[src/rtl/mac_stg4_acc_pkg.sv]
// Shared definitions for the final MAC stage: width helpers and lane slicing.
`ifndef MAC_STG4_ACC_PKG_SV
`define MAC_STG4_ACC_PKG_SV

// Select lane IDX (W bits wide) out of a packed lane bus; lane 0 sits in the LSBs.
`define MAC_LANE(bus, idx, w) bus[(idx)*(w) +: (w)]

package mac_stg4_acc_pkg;

    // Ceiling log2, used to size the adder-tree growth.
    function automatic int clog2_f(input int v);
        return $clog2(v);
    endfunction

    // Accumulator width: lane width, tree growth and guard bits.
    function automatic int acc_w_f(input int psum_w, input int num_psum, input int acc_ext);
        return psum_w + clog2_f(num_psum) + acc_ext;
    endfunction

    // Reference bit position of the leading one for a zero shift.
    function automatic int r_f(input int psum_w);
        return psum_w - 2;
    endfunction

    localparam int DEF_PSUM_W   = 19;
    localparam int DEF_NUM_PSUM = 2;
    localparam int DEF_ACC_EXT  = 4;

endpackage

`endif

[src/rtl/mac_lzd_norm.sv]
// Combinational leading-one detect and normalise of an unsigned magnitude.
module mac_lzd_norm #(
    parameter int ACC_W   = 24,
    parameter int NORM_W  = 11,
    parameter int SHIFT_W = 5,
    parameter int R       = 17
) (
    input  logic [ACC_W-1:0]   mag_i,
    output logic [NORM_W-1:0]  norm_o,
    output logic [SHIFT_W-1:0] exp_diff_o,
    output logic               exp_carry_o,
    output logic               zero_o
);

    localparam int PW = $clog2(ACC_W);

    logic [PW-1:0] lead;

    // Leading-one position: the highest set bit wins since later iterations overwrite.
    always_comb begin
        lead = '0;
        for (int i = 0; i < ACC_W; i++) begin
            if (mag_i[i]) lead = PW'(i);
        end
    end

    // Align the leading one to the mantissa MSB and derive the shift direction/amount.
    always_comb begin
        zero_o      = (mag_i == '0);
        norm_o      = NORM_W'({mag_i, {(NORM_W-1){1'b0}}} >> lead);
        exp_carry_o = 1'b0;
        exp_diff_o  = '0;
        if (int'(lead) > R) begin
            exp_carry_o = 1'b1;
            exp_diff_o  = SHIFT_W'(int'(lead) - R);
        end else begin
            exp_diff_o  = SHIFT_W'(R - int'(lead));
        end
        if (zero_o) begin
            norm_o      = '0;
            exp_diff_o  = '0;
            exp_carry_o = 1'b0;
        end
    end

endmodule

[src/rtl/mac_stg4_acc.sv]
// Final MAC stage: lane adder tree, group accumulator with saturation, normaliser.
//
// Handshake: a beat is taken when i_valid=1 and i_inhibit=0 at a rising edge; there
// is no backpressure. o_valid marks a new result only on an edge where i_inhibit=0;
// under i_inhibit every stage, including o_valid, simply holds.
module mac_stg4_acc
    import mac_stg4_acc_pkg::*;
#(
    parameter int NUM_PSUM = 2,
    parameter int PSUM_W   = 19,
    parameter int ACC_EXT  = 4,
    parameter int EXP_W    = 6,
    parameter int NORM_W   = 11,
    parameter int SHIFT_W  = 5,
    parameter int Q_W      = 5
) (
    input  logic                       i_clk,
    input  logic                       i_rst,
    input  logic                       i_valid,
    input  logic                       i_inhibit,
    input  logic                       i_acc_en,
    input  logic                       i_acc_first,
    input  logic                       i_acc_last,
    input  logic [NUM_PSUM*PSUM_W-1:0] i_psum,
    input  logic [EXP_W-1:0]           i_max_exp,
    input  logic [Q_W-1:0]             i_Q_frac,
    output logic                       o_valid,
    output logic [EXP_W-1:0]           o_max_exp,
    output logic [Q_W-1:0]             o_Q_frac,
    output logic [NORM_W-1:0]          o_norm_sum,
    output logic [SHIFT_W-1:0]         o_exp_diff,
    output logic                       o_exp_carry,
    output logic                       o_sgn,
    output logic                       o_zero,
    output logic                       o_sat,
    output logic                       o_err
);

    localparam int ACC_W = acc_w_f(PSUM_W, NUM_PSUM, ACC_EXT);
    localparam int R     = r_f(PSUM_W);
    localparam logic [ACC_W-1:0] ACC_MAX = {1'b0, {(ACC_W-1){1'b1}}};
    localparam logic [ACC_W-1:0] ACC_MIN = {1'b1, {(ACC_W-1){1'b0}}};

    // S1 input register
    logic                       s1_valid_q;
    logic                       s1_acc_en_q;
    logic                       s1_first_q;
    logic                       s1_last_q;
    logic [NUM_PSUM*PSUM_W-1:0] s1_psum_q;
    logic [EXP_W-1:0]           s1_exp_q;
    logic [Q_W-1:0]             s1_qf_q;

    // S2 accumulator state
    logic [ACC_W-1:0] acc_q,  acc_d;
    logic             open_q, open_d;
    logic             sat_q,  sat_d;
    logic [EXP_W-1:0] exp_q,  exp_d;
    logic [Q_W-1:0]   qf_q,   qf_d;
    logic             done_q, done_d;
    logic             err_q,  err_d;

    // S3 output register
    logic               out_valid_q;
    logic [EXP_W-1:0]   out_exp_q;
    logic [Q_W-1:0]     out_qf_q;
    logic [NORM_W-1:0]  out_norm_q;
    logic [SHIFT_W-1:0] out_diff_q;
    logic               out_carry_q;
    logic               out_sgn_q;
    logic               out_zero_q;
    logic               out_sat_q;

    logic [ACC_W-1:0] tree;
    logic [ACC_W:0]   sum_ext;
    logic [ACC_W-1:0] sat_sum;
    logic             ovf;
    logic             beat_first;

    logic               res_sgn;
    logic [ACC_W-1:0]   res_mag;
    logic [NORM_W-1:0]  nrm_norm;
    logic [SHIFT_W-1:0] nrm_diff;
    logic               nrm_carry;
    logic               nrm_zero;

    // S1: capture the incoming beat unless stalled.
    always_ff @(posedge i_clk) begin
        if (i_rst) begin
            s1_valid_q  <= 1'b0;
            s1_acc_en_q <= 1'b0;
            s1_first_q  <= 1'b0;
            s1_last_q   <= 1'b0;
            s1_psum_q   <= '0;
            s1_exp_q    <= '0;
            s1_qf_q     <= '0;
        end else if (!i_inhibit) begin
            s1_valid_q  <= i_valid;
            s1_acc_en_q <= i_acc_en;
            s1_first_q  <= i_acc_first;
            s1_last_q   <= i_acc_last;
            s1_psum_q   <= i_psum;
            s1_exp_q    <= i_max_exp;
            s1_qf_q     <= i_Q_frac;
        end
    end

    // Adder tree: sign-extend every lane to the accumulator width and sum.
    always_comb begin
        logic [PSUM_W-1:0] ln;
        tree = '0;
        for (int l = 0; l < NUM_PSUM; l++) begin
            ln   = `MAC_LANE(s1_psum_q, l, PSUM_W);
            tree = tree + {{(ACC_W-PSUM_W){ln[PSUM_W-1]}}, ln};
        end
    end

    // Saturating accumulate: overflow shows as disagreement of the two top sum bits.
    always_comb begin
        sum_ext = {acc_q[ACC_W-1], acc_q} + {tree[ACC_W-1], tree};
        ovf     = sum_ext[ACC_W] ^ sum_ext[ACC_W-1];
        sat_sum = sum_ext[ACC_W-1:0];
        if (ovf) sat_sum = sum_ext[ACC_W] ? ACC_MIN : ACC_MAX;
    end

    // S2 next state: group open/close, first-beat capture, sticky protocol error.
    always_comb begin
        acc_d      = acc_q;
        open_d     = open_q;
        sat_d      = sat_q;
        exp_d      = exp_q;
        qf_d       = qf_q;
        done_d     = 1'b0;
        err_d      = err_q;
        beat_first = 1'b0;
        if (s1_valid_q) begin
            if (!s1_acc_en_q) begin
                acc_d  = tree;
                sat_d  = 1'b0;
                exp_d  = s1_exp_q;
                qf_d   = s1_qf_q;
                open_d = 1'b0;
                done_d = 1'b1;
            end else begin
                beat_first = s1_first_q || !open_q;
                if (s1_first_q && open_q) err_d = 1'b1;
                if (beat_first) begin
                    acc_d = tree;
                    sat_d = 1'b0;
                    exp_d = s1_exp_q;
                    qf_d  = s1_qf_q;
                end else begin
                    acc_d = sat_sum;
                    sat_d = sat_q | ovf;
                end
                done_d = s1_last_q;
                open_d = !s1_last_q;
            end
        end
    end

    // S2 register update, frozen under stall.
    always_ff @(posedge i_clk) begin
        if (i_rst) begin
            acc_q  <= '0;
            open_q <= 1'b0;
            sat_q  <= 1'b0;
            exp_q  <= '0;
            qf_q   <= '0;
            done_q <= 1'b0;
            err_q  <= 1'b0;
        end else if (!i_inhibit) begin
            acc_q  <= acc_d;
            open_q <= open_d;
            sat_q  <= sat_d;
            exp_q  <= exp_d;
            qf_q   <= qf_d;
            done_q <= done_d;
            err_q  <= err_d;
        end
    end

    // Sign and magnitude; the most negative value maps to 2^(ACC_W-1) unsigned.
    always_comb begin
        res_sgn = acc_q[ACC_W-1];
        res_mag = res_sgn ? -acc_q : acc_q;
    end

    mac_lzd_norm #(
        .ACC_W  (ACC_W),
        .NORM_W (NORM_W),
        .SHIFT_W(SHIFT_W),
        .R      (R)
    ) u_norm (
        .mag_i      (res_mag),
        .norm_o     (nrm_norm),
        .exp_diff_o (nrm_diff),
        .exp_carry_o(nrm_carry),
        .zero_o     (nrm_zero)
    );

    // S3: publish a completed group; outputs hold between results and under stall.
    always_ff @(posedge i_clk) begin
        if (i_rst) begin
            out_valid_q <= 1'b0;
            out_exp_q   <= '0;
            out_qf_q    <= '0;
            out_norm_q  <= '0;
            out_diff_q  <= '0;
            out_carry_q <= 1'b0;
            out_sgn_q   <= 1'b0;
            out_zero_q  <= 1'b0;
            out_sat_q   <= 1'b0;
        end else if (!i_inhibit) begin
            out_valid_q <= done_q;
            if (done_q) begin
                out_exp_q   <= exp_q;
                out_qf_q    <= qf_q;
                out_norm_q  <= nrm_norm;
                out_diff_q  <= nrm_diff;
                out_carry_q <= nrm_carry;
                out_sgn_q   <= res_sgn & ~nrm_zero;
                out_zero_q  <= nrm_zero;
                out_sat_q   <= sat_q;
            end
        end
    end

    assign o_valid     = out_valid_q;
    assign o_max_exp   = out_exp_q;
    assign o_Q_frac    = out_qf_q;
    assign o_norm_sum  = out_norm_q;
    assign o_exp_diff  = out_diff_q;
    assign o_exp_carry = out_carry_q;
    assign o_sgn       = out_sgn_q;
    assign o_zero      = out_zero_q;
    assign o_sat       = out_sat_q;
    assign o_err       = err_q;

endmodule

[config.mk]
export PLATFORM = sky130hd
export DESIGN_NAME = mac_stg4_acc
export DESIGN_NICKNAME = d
export VERILOG_FILES = /design/src/rtl/mac_stg4_acc_pkg.sv /design/src/rtl/mac_lzd_norm.sv /design/src/rtl/mac_stg4_acc.sv
export SDC_FILE = /design/constraint.sdc
export NUM_CORES = 1
export LEC_CHECK = 0
export CORE_ASPECT_RATIO = 1.2
export CORE_MARGIN = 1.5
export CORE_UTILIZATION = 51
export CTS_CLUSTER_DIAMETER = 50
export DETAILED_ROUTE_END_ITERATION = 10
export HOLD_SLACK_MARGIN = 0.1
export PLACE_DENSITY = 0.73
export SYNTH_ARGS = -nofsm -noshare
export SYNTH_HDL_FRONTEND = slang
export SYNTH_SLANG_ARGS = --single-unit
[constraint.sdc]
create_clock -name i_clk -period 7.18 [get_ports i_clk]
set_clock_uncertainty 0.1 [all_clocks]
set_input_delay 1.077 -clock i_clk [delete_from_list [all_inputs] [get_ports i_clk]]
set_output_delay 1.077 -clock i_clk [all_outputs]
set_load 0.03 [all_outputs]
==> flow_summary_export.csv <==
group,metric,value,unit
status,status,"finished clean",
floorplanning,rows,52,
grt,grt_pass1_wl,37000,um
sta,hold_violations,0,
cts,htreeDepth,4,
placement,dpl.hpwl,16300,um
detailed_routing,drtIter0Drc,450,
sta,fin_tns_setup,0,ns
sta,fmax,0.155,GHz
setup_path,path_class,"reg2reg",
placement,dp_slack,0.886,ns
setup_path,arrival,6.66,ns
logic_synthesis,ys.flop_type,"dfxtp_1",
hold_path,hold_path_class,"reg2reg",
setup_path,start_kind,"flip-flop",
setup_path,path_cells,"ha_1, a21o_1, a21oi_1, o21bai_1, a2111oi_0, o41a_1, o221ai_1, a41o_1, nor2_1, xnor2_1, ha_1, a21o_1, a21oi_1, nor2_1, nand4bb_1, a41o_1, and3_1, o32ai_1, or3_1, a21oi_1, a2111oi_0",
power_and_ir_drop,max-vdd-ir-drop,173,uV
cts,cts_made_buffers,17,
cells_and_area,diodes,0,
sta,finalMaxSlewViolations,0,
cts,cts_tree,"yes",
cts,cts_setup_buffers,0,
floorplanning,core_area,16800,um2
grt,gr-total-overflow,0,
cts,cts_root_buf,"clkbuf_16",
setup_path,end_kind,"flip-flop",
detailed_routing,drc,0,
sta,setup_viol,0,
grt,antenna_found_initial,0,
cts,cts_resized,0,
cts,clk_pin_slew,0.06,ns
setup_path,crit_buf_inv,0,
cells_and_area,area_growth,17.4,%
power_and_ir_drop,power_density,218,nW/um2
placement,port_buffers,88,
setup_path,path_max_fanout,19,
logic_synthesis,netlist_area,8690,um2
cts,cts_hold_buf,0,
detailed_routing,routedWlPerCell,16.6,um
setup_path,cpMaxStageDelayCell,"a2111oi_0",
floorplanning,fp.dieH,146,um
logic_synthesis,yosysSeqAreaShare,28.6,%
logic_synthesis,postSynthAreaPerCell,8.12,um2
setup_path,path_delay_family,"compound AO/OA/AOI/OAI gates",
sta,hold_slack,0.352,ns
grt,first_global_vias,7693,
setup_path,cpPeakStageDelay,0.91,ns
detailed_routing,ant_nets,0,
job,cap_violations,0,
logic_synthesis,syn-num-nets,1176,
power_and_ir_drop,p_total,0.00222,W
logic_synthesis,ys_ff_latch,124,
placement,place.gp.congestion,0.922,
grt,grt_max_degree,99,
logic_synthesis,synth_enable_flop_cells,0,
power_and_ir_drop,p_leak,4.21,nW
logic_synthesis,netlist_instances,1070,
cts,cts.sinks,124,
detailed_routing,wl,22300,um
detailed_routing,vias,7969,
cts,worstSkewPairLatency,0.42,ns
detailed_routing,via_per_inst,5.92,
floorplanning,ios,89,
logic_synthesis,synthArstFlopShare,0,%
setup_path,cp_data_required_time,7.38,ns
floorplanning,dieArea,17800,um2
logic_synthesis,ys_warn_count,0,
sta,min_period_over_period,90.0,%
sta,min_period,6.46,ns
grt,grt_usage,25.7,%
cells_and_area,drive_gt1_share,7.52,%
sta,max_slew.worst_pin.slew,1.01,ns
setup_path,crit_top_cell,"a21oi_1",
sta,setup_ws,0.720,ns
floorplanning,start_util,51.8,%
setup_path,r2r_setup_slack,0.72,ns
logic_synthesis,synth.distinct_cells,83,
detailed_routing,first_pass_iters,6,
floorplanning,die_w,122,um
sta,rsz0062_at_grt,"false",
cells_and_area,nNetsFinal,1223,
sta,slew-limit-headroom,30.9,%
cts,clock_path_buffers,2,
layer usage:
metal	vias to the layer above	part of all wire (%)	global-route usage, %
met1	3742	45	32.2
met2	184	49	44.2
li1	3995	-	-
met5	-	0	0
met4	0	2.5	9.65
met3	48	3.6	3.64
tightest hold or removal path, delay by kind of cell (launching register included):
kind	cells	cell delay [ns]
compound gates	1	0.05
simple gates	1	0.05
flops	1	0.31
synthesized netlist by cell type (10+ instances only):
| cell type | n | area share (%) |
|---|---|---|
| nor4_1 | 12 | 0.86 |
| a211oi_1 | 10 | 0.86 |
| o22ai_1 | 14 | 1.0 |
| nand2b_1 | 14 | 1.0 |
| a21oi_1 | 88 | 5.1 |
| nor2b_1 | 11 | 0.79 |
| nor2_1 | 124 | 5.4 |
| xor2_1 | 21 | 2.1 |
| ha_1 | 48 | 6.9 |
| dfxtp_1 | 124 | 29 |
| nor3_1 | 37 | 2.1 |
| nand2_1 | 95 | 4.1 |
| or2_2 | 11 | 0.79 |
| xnor2_1 | 42 | 4.2 |
| a21o_1 | 15 | 1.3 |
| inv_1 | 20 | 0.86 |
| o21ai_0 | 45 | 2.6 |
| mux2i_1 | 87 | 10 |
| clkbuf_1 | 52 | 2.2 |
| o211ai_1 | 11 | 0.95 |
cells in the final DEF, fill, tap and decap left out, types with 37 or more instances in the layout:
| cell type | instances |
|---|---|
| mux2i_1 | 87 |
| nor2_1 | 124 |
| clkdlybuf4s50_1 | 86 |
| o21ai_0 | 45 |
| nor3_1 | 37 |
| ha_1 | 48 |
| nand2_1 | 95 |
| dfxtp_1 | 124 |
| a21oi_1 | 88 |
| xnor2_1 | 42 |
registers in the layout, summed over array words and instances, names as in the netlist, 5 cells and up:
signal      cells
o_Q_frac        5
qf_q            5
s1_qf_q         5
s1_exp_q        6
acc_q          24
o_exp_diff      5
s1_psum_q      38
o_max_exp       6
o_norm_sum     11
exp_q           6
final timing paths:
check / start / to / cells after the start
worst max-delay path: s1_psum_q[20]$_SDFFE_PP0N_ / acc_q[0]$_SDFFE_PP0P_ / 21
worst min-delay path: exp_q[5]$_SDFFE_PP0P_ / o_max_exp[5]$_SDFFE_PP0P_ / 2
worst min register to register: exp_q[5]$_SDFFE_PP0P_ / o_max_exp[5]$_SDFFE_PP0P_ / 2
worst max register to register: s1_psum_q[20]$_SDFFE_PP0N_ / acc_q[0]$_SDFFE_PP0P_ / 21
area by class of cell:
type                            instances  area, um2
Clock buffer                           18        439
Multi-Input combinational cell        854       5820
Timing Repair Buffer                   99        956
Sequential cell                       124       2480
Clock inverter                         14        148
Fill cell                            1536       6590
Inverter                               21       78.8
Tap cell                              216        270
stage by stage:
stage               util [%]  cell area (um2)  std cells
floorplan                  -             8690       1070
global placement        57.3             9610       1314
detailed placement      57.3             9610       1314
CTS                     60.7            10200       1346
global route            60.7            10200       1346
finish                  60.7            10200       1346
power breakdown:
group	internal, W	switching, W
combinational	0.000256	0.000363
sequential	0.000715	0.0000300
clock	0.000498	0.000361
total	0.00147	0.000754
cells by family (layout without fill, tap and decap cells):
kind of cell,after synthesis,in the layout,share of synthesized area [%]
and+or+nand+nor,353,353,19.2
AOI/OAI and AO/OA,294,294,23.1
DFF,124,124,28.6
muxes,94,94,11.0
buffers and inverters,92,152,4.46
xor gates and xnor gates,63,63,6.35
adders and majority gates,50,50,7.37
(Power assumes the default switching activity.)
==> patch: new RTL, same flow settings <==
Register the input `i_inhibit` before use, without a reset. The logic sees it one clock later. The other inputs are not delayed to match.
--- a/src/rtl/mac_stg4_acc.sv
+++ b/src/rtl/mac_stg4_acc.sv
@@ -42,4 +42,10 @@
     localparam logic [ACC_W-1:0] ACC_MIN = {1'b1, {(ACC_W-1){1'b0}}};
 
+    logic i_inhibit_q;
+
+    always_ff @(posedge i_clk) begin
+        i_inhibit_q <= i_inhibit;
+    end
+
     // S1 input register
     logic                       s1_valid_q;
@@ -94,5 +100,5 @@
             s1_exp_q    <= '0;
             s1_qf_q     <= '0;
-        end else if (!i_inhibit) begin
+        end else if (!i_inhibit_q) begin
             s1_valid_q  <= i_valid;
             s1_acc_en_q <= i_acc_en;
@@ -169,5 +175,5 @@
             done_q <= 1'b0;
             err_q  <= 1'b0;
-        end else if (!i_inhibit) begin
+        end else if (!i_inhibit_q) begin
             acc_q  <= acc_d;
             open_q <= open_d;
@@ -211,5 +217,5 @@
             out_zero_q  <= 1'b0;
             out_sat_q   <= 1'b0;
-        end else if (!i_inhibit) begin
+        end else if (!i_inhibit_q) begin
             out_valid_q <= done_q;
             if (done_q) begin
Function: changed (Yosys sat finds a counterexample within 4 cycles, from zero or initial values and one cycle with i_rst high).
==> patch against the original RTL <==
Combinational power grew 3.6%. Power grew 1.5%. Sequential cell count is 1 higher. Synthesized cell count about the same. Routed wire length increased by 0.81%. Design area about the same. Area after synthesis grew 0.23%. Setup slack lost 0.0030 ns. Critical path type unchanged. Largest cell class unchanged.
==> patch: results (changes against the original RTL) <==
* Total wire length at 22.5 mm (+0.81%)
* CP arrival at 6.65 ns (about the same)
* Drt first pass iters at 5 (-1)
* Max IR drop VDD at 0.160 mV (-7.7%)
* Internal at 1.49 mW (+1.2%)
* Critical path's largest stage delay at 0.81 ns (-0.10 ns)
* Average routed wire per standard cell at 16.8 um (+0.96%)
* Placed cell count at 1,312 (-0.15%)
* Dpl ws at 0.887 ns (+0.00107 ns)
* Worst slew pin tran at 1.10 ns (+0.0860 ns)
* Placed Area at 9610 um^2 (about the same)
* Sw Pwr at 0.769 mW (+2.0%)
* Detailed Place HPWL at 16.3 mm (about the same)
* RePlAce Congestion at 0.939 (+1.9%)
* Seq/Total Area, Yosys at 28.7% (+0.16 points)
* Largest net degree at the start of global routing at 106 (+7.1%)
* Via Count at 8,044 (+0.94%)
* First-pass GRT wire length at 37.2 mm (+0.50%)
* Status: finished clean
* Clk pwr share at 38.2% (-0.5 points)
* Top cells by count, synth: 125 x dfxtp_1, 124 x nor2_1, 95 x nand2_1, 88 x a21oi_1, 87 x mux2i_1
* Sequential share of power at 33.4% (about the same)
* Number of global-route vias before repair at 7,717 (+0.31%)
* Crit. Startpoint: s1_psum_q[1]$_SDFFE_PP0N_
* DR iter-0 viols at 598 (+33%)
* Avg Synthesized Cell Area at 8.13 um^2 (+0.14%)
* GR Util All Layers at 25.6% (-0.057 points)
* Pleak at 4.21 nW (about the same)
## patch: cell types whose count changed in the layout (fill, tap and decap cells not counted)
cell | before | now
clkbuf_1 | 0 | 1
inv_8 | 3 | 4
buf_4 | 12 | 9
clkinvlp_4 | 3 | 1
clkdlybuf4s50_1 | 86 | 87
buf_2 | 1 | 0
dfxtp_2 | 0 | 1
## patch: worst max-delay path: cells and delay by family, from the launching register on
family | cells | cell delay [ns]
flops | 1 | 0.39
simple gates | 5 | 1.33
compound gates | 13 | 3.78
xor+xnor | 1 | 0.15
fa+ha+maj | 2 | 0.57
## patch: per-layer routing
| metal | wire length (um) | global-route usage (%) | vias up |
|---|---|---|---|
| met2 | 11000 | 42.3 | 228 |
| met5 | 0 | 0 | - |
| met3 | 820 | 4.34 | 58 |
| met1 | 9990 | 32.5 | 3767 |
| met4 | 758 | 11.4 | 0 |
| li1 | - | - | 3991 |
## patch: cell families after synthesis
logic type / share of synthesized area, %
AOI/OAI and AO/OA: 23.0
xor gates and xnor gates: 6.34
adders and majority gates: 7.36
buffers and inverters: 4.45
DFF: 28.7
muxes: 11.0
and+or+nand+nor: 19.1
## patch: layout make-up
| type | count | area [um^2] |
|---|---|---|
| tap | 216 | 270 |
| fill | 1538 | 6590 |
| inverter | 21 | 78.8 |
| sequential | 125 | 2500 |
| multi-input combinational | 854 | 5820 |
| clock inverter | 13 | 144 |
| clock buffer | 19 | 443 |
| timing repair buffer | 96 | 938 |
## patch: worst paths after layout
check	end	slack [ns]	cells past startpoint
max reg2reg	acc_q[1]$_SDFFE_PP0P_	0.72	21
min reg2reg	o_max_exp[5]$_SDFFE_PP0P_	0.35	2
max	acc_q[1]$_SDFFE_PP0P_	0.72	21
min	o_max_exp[5]$_SDFFE_PP0P_	0.35	2
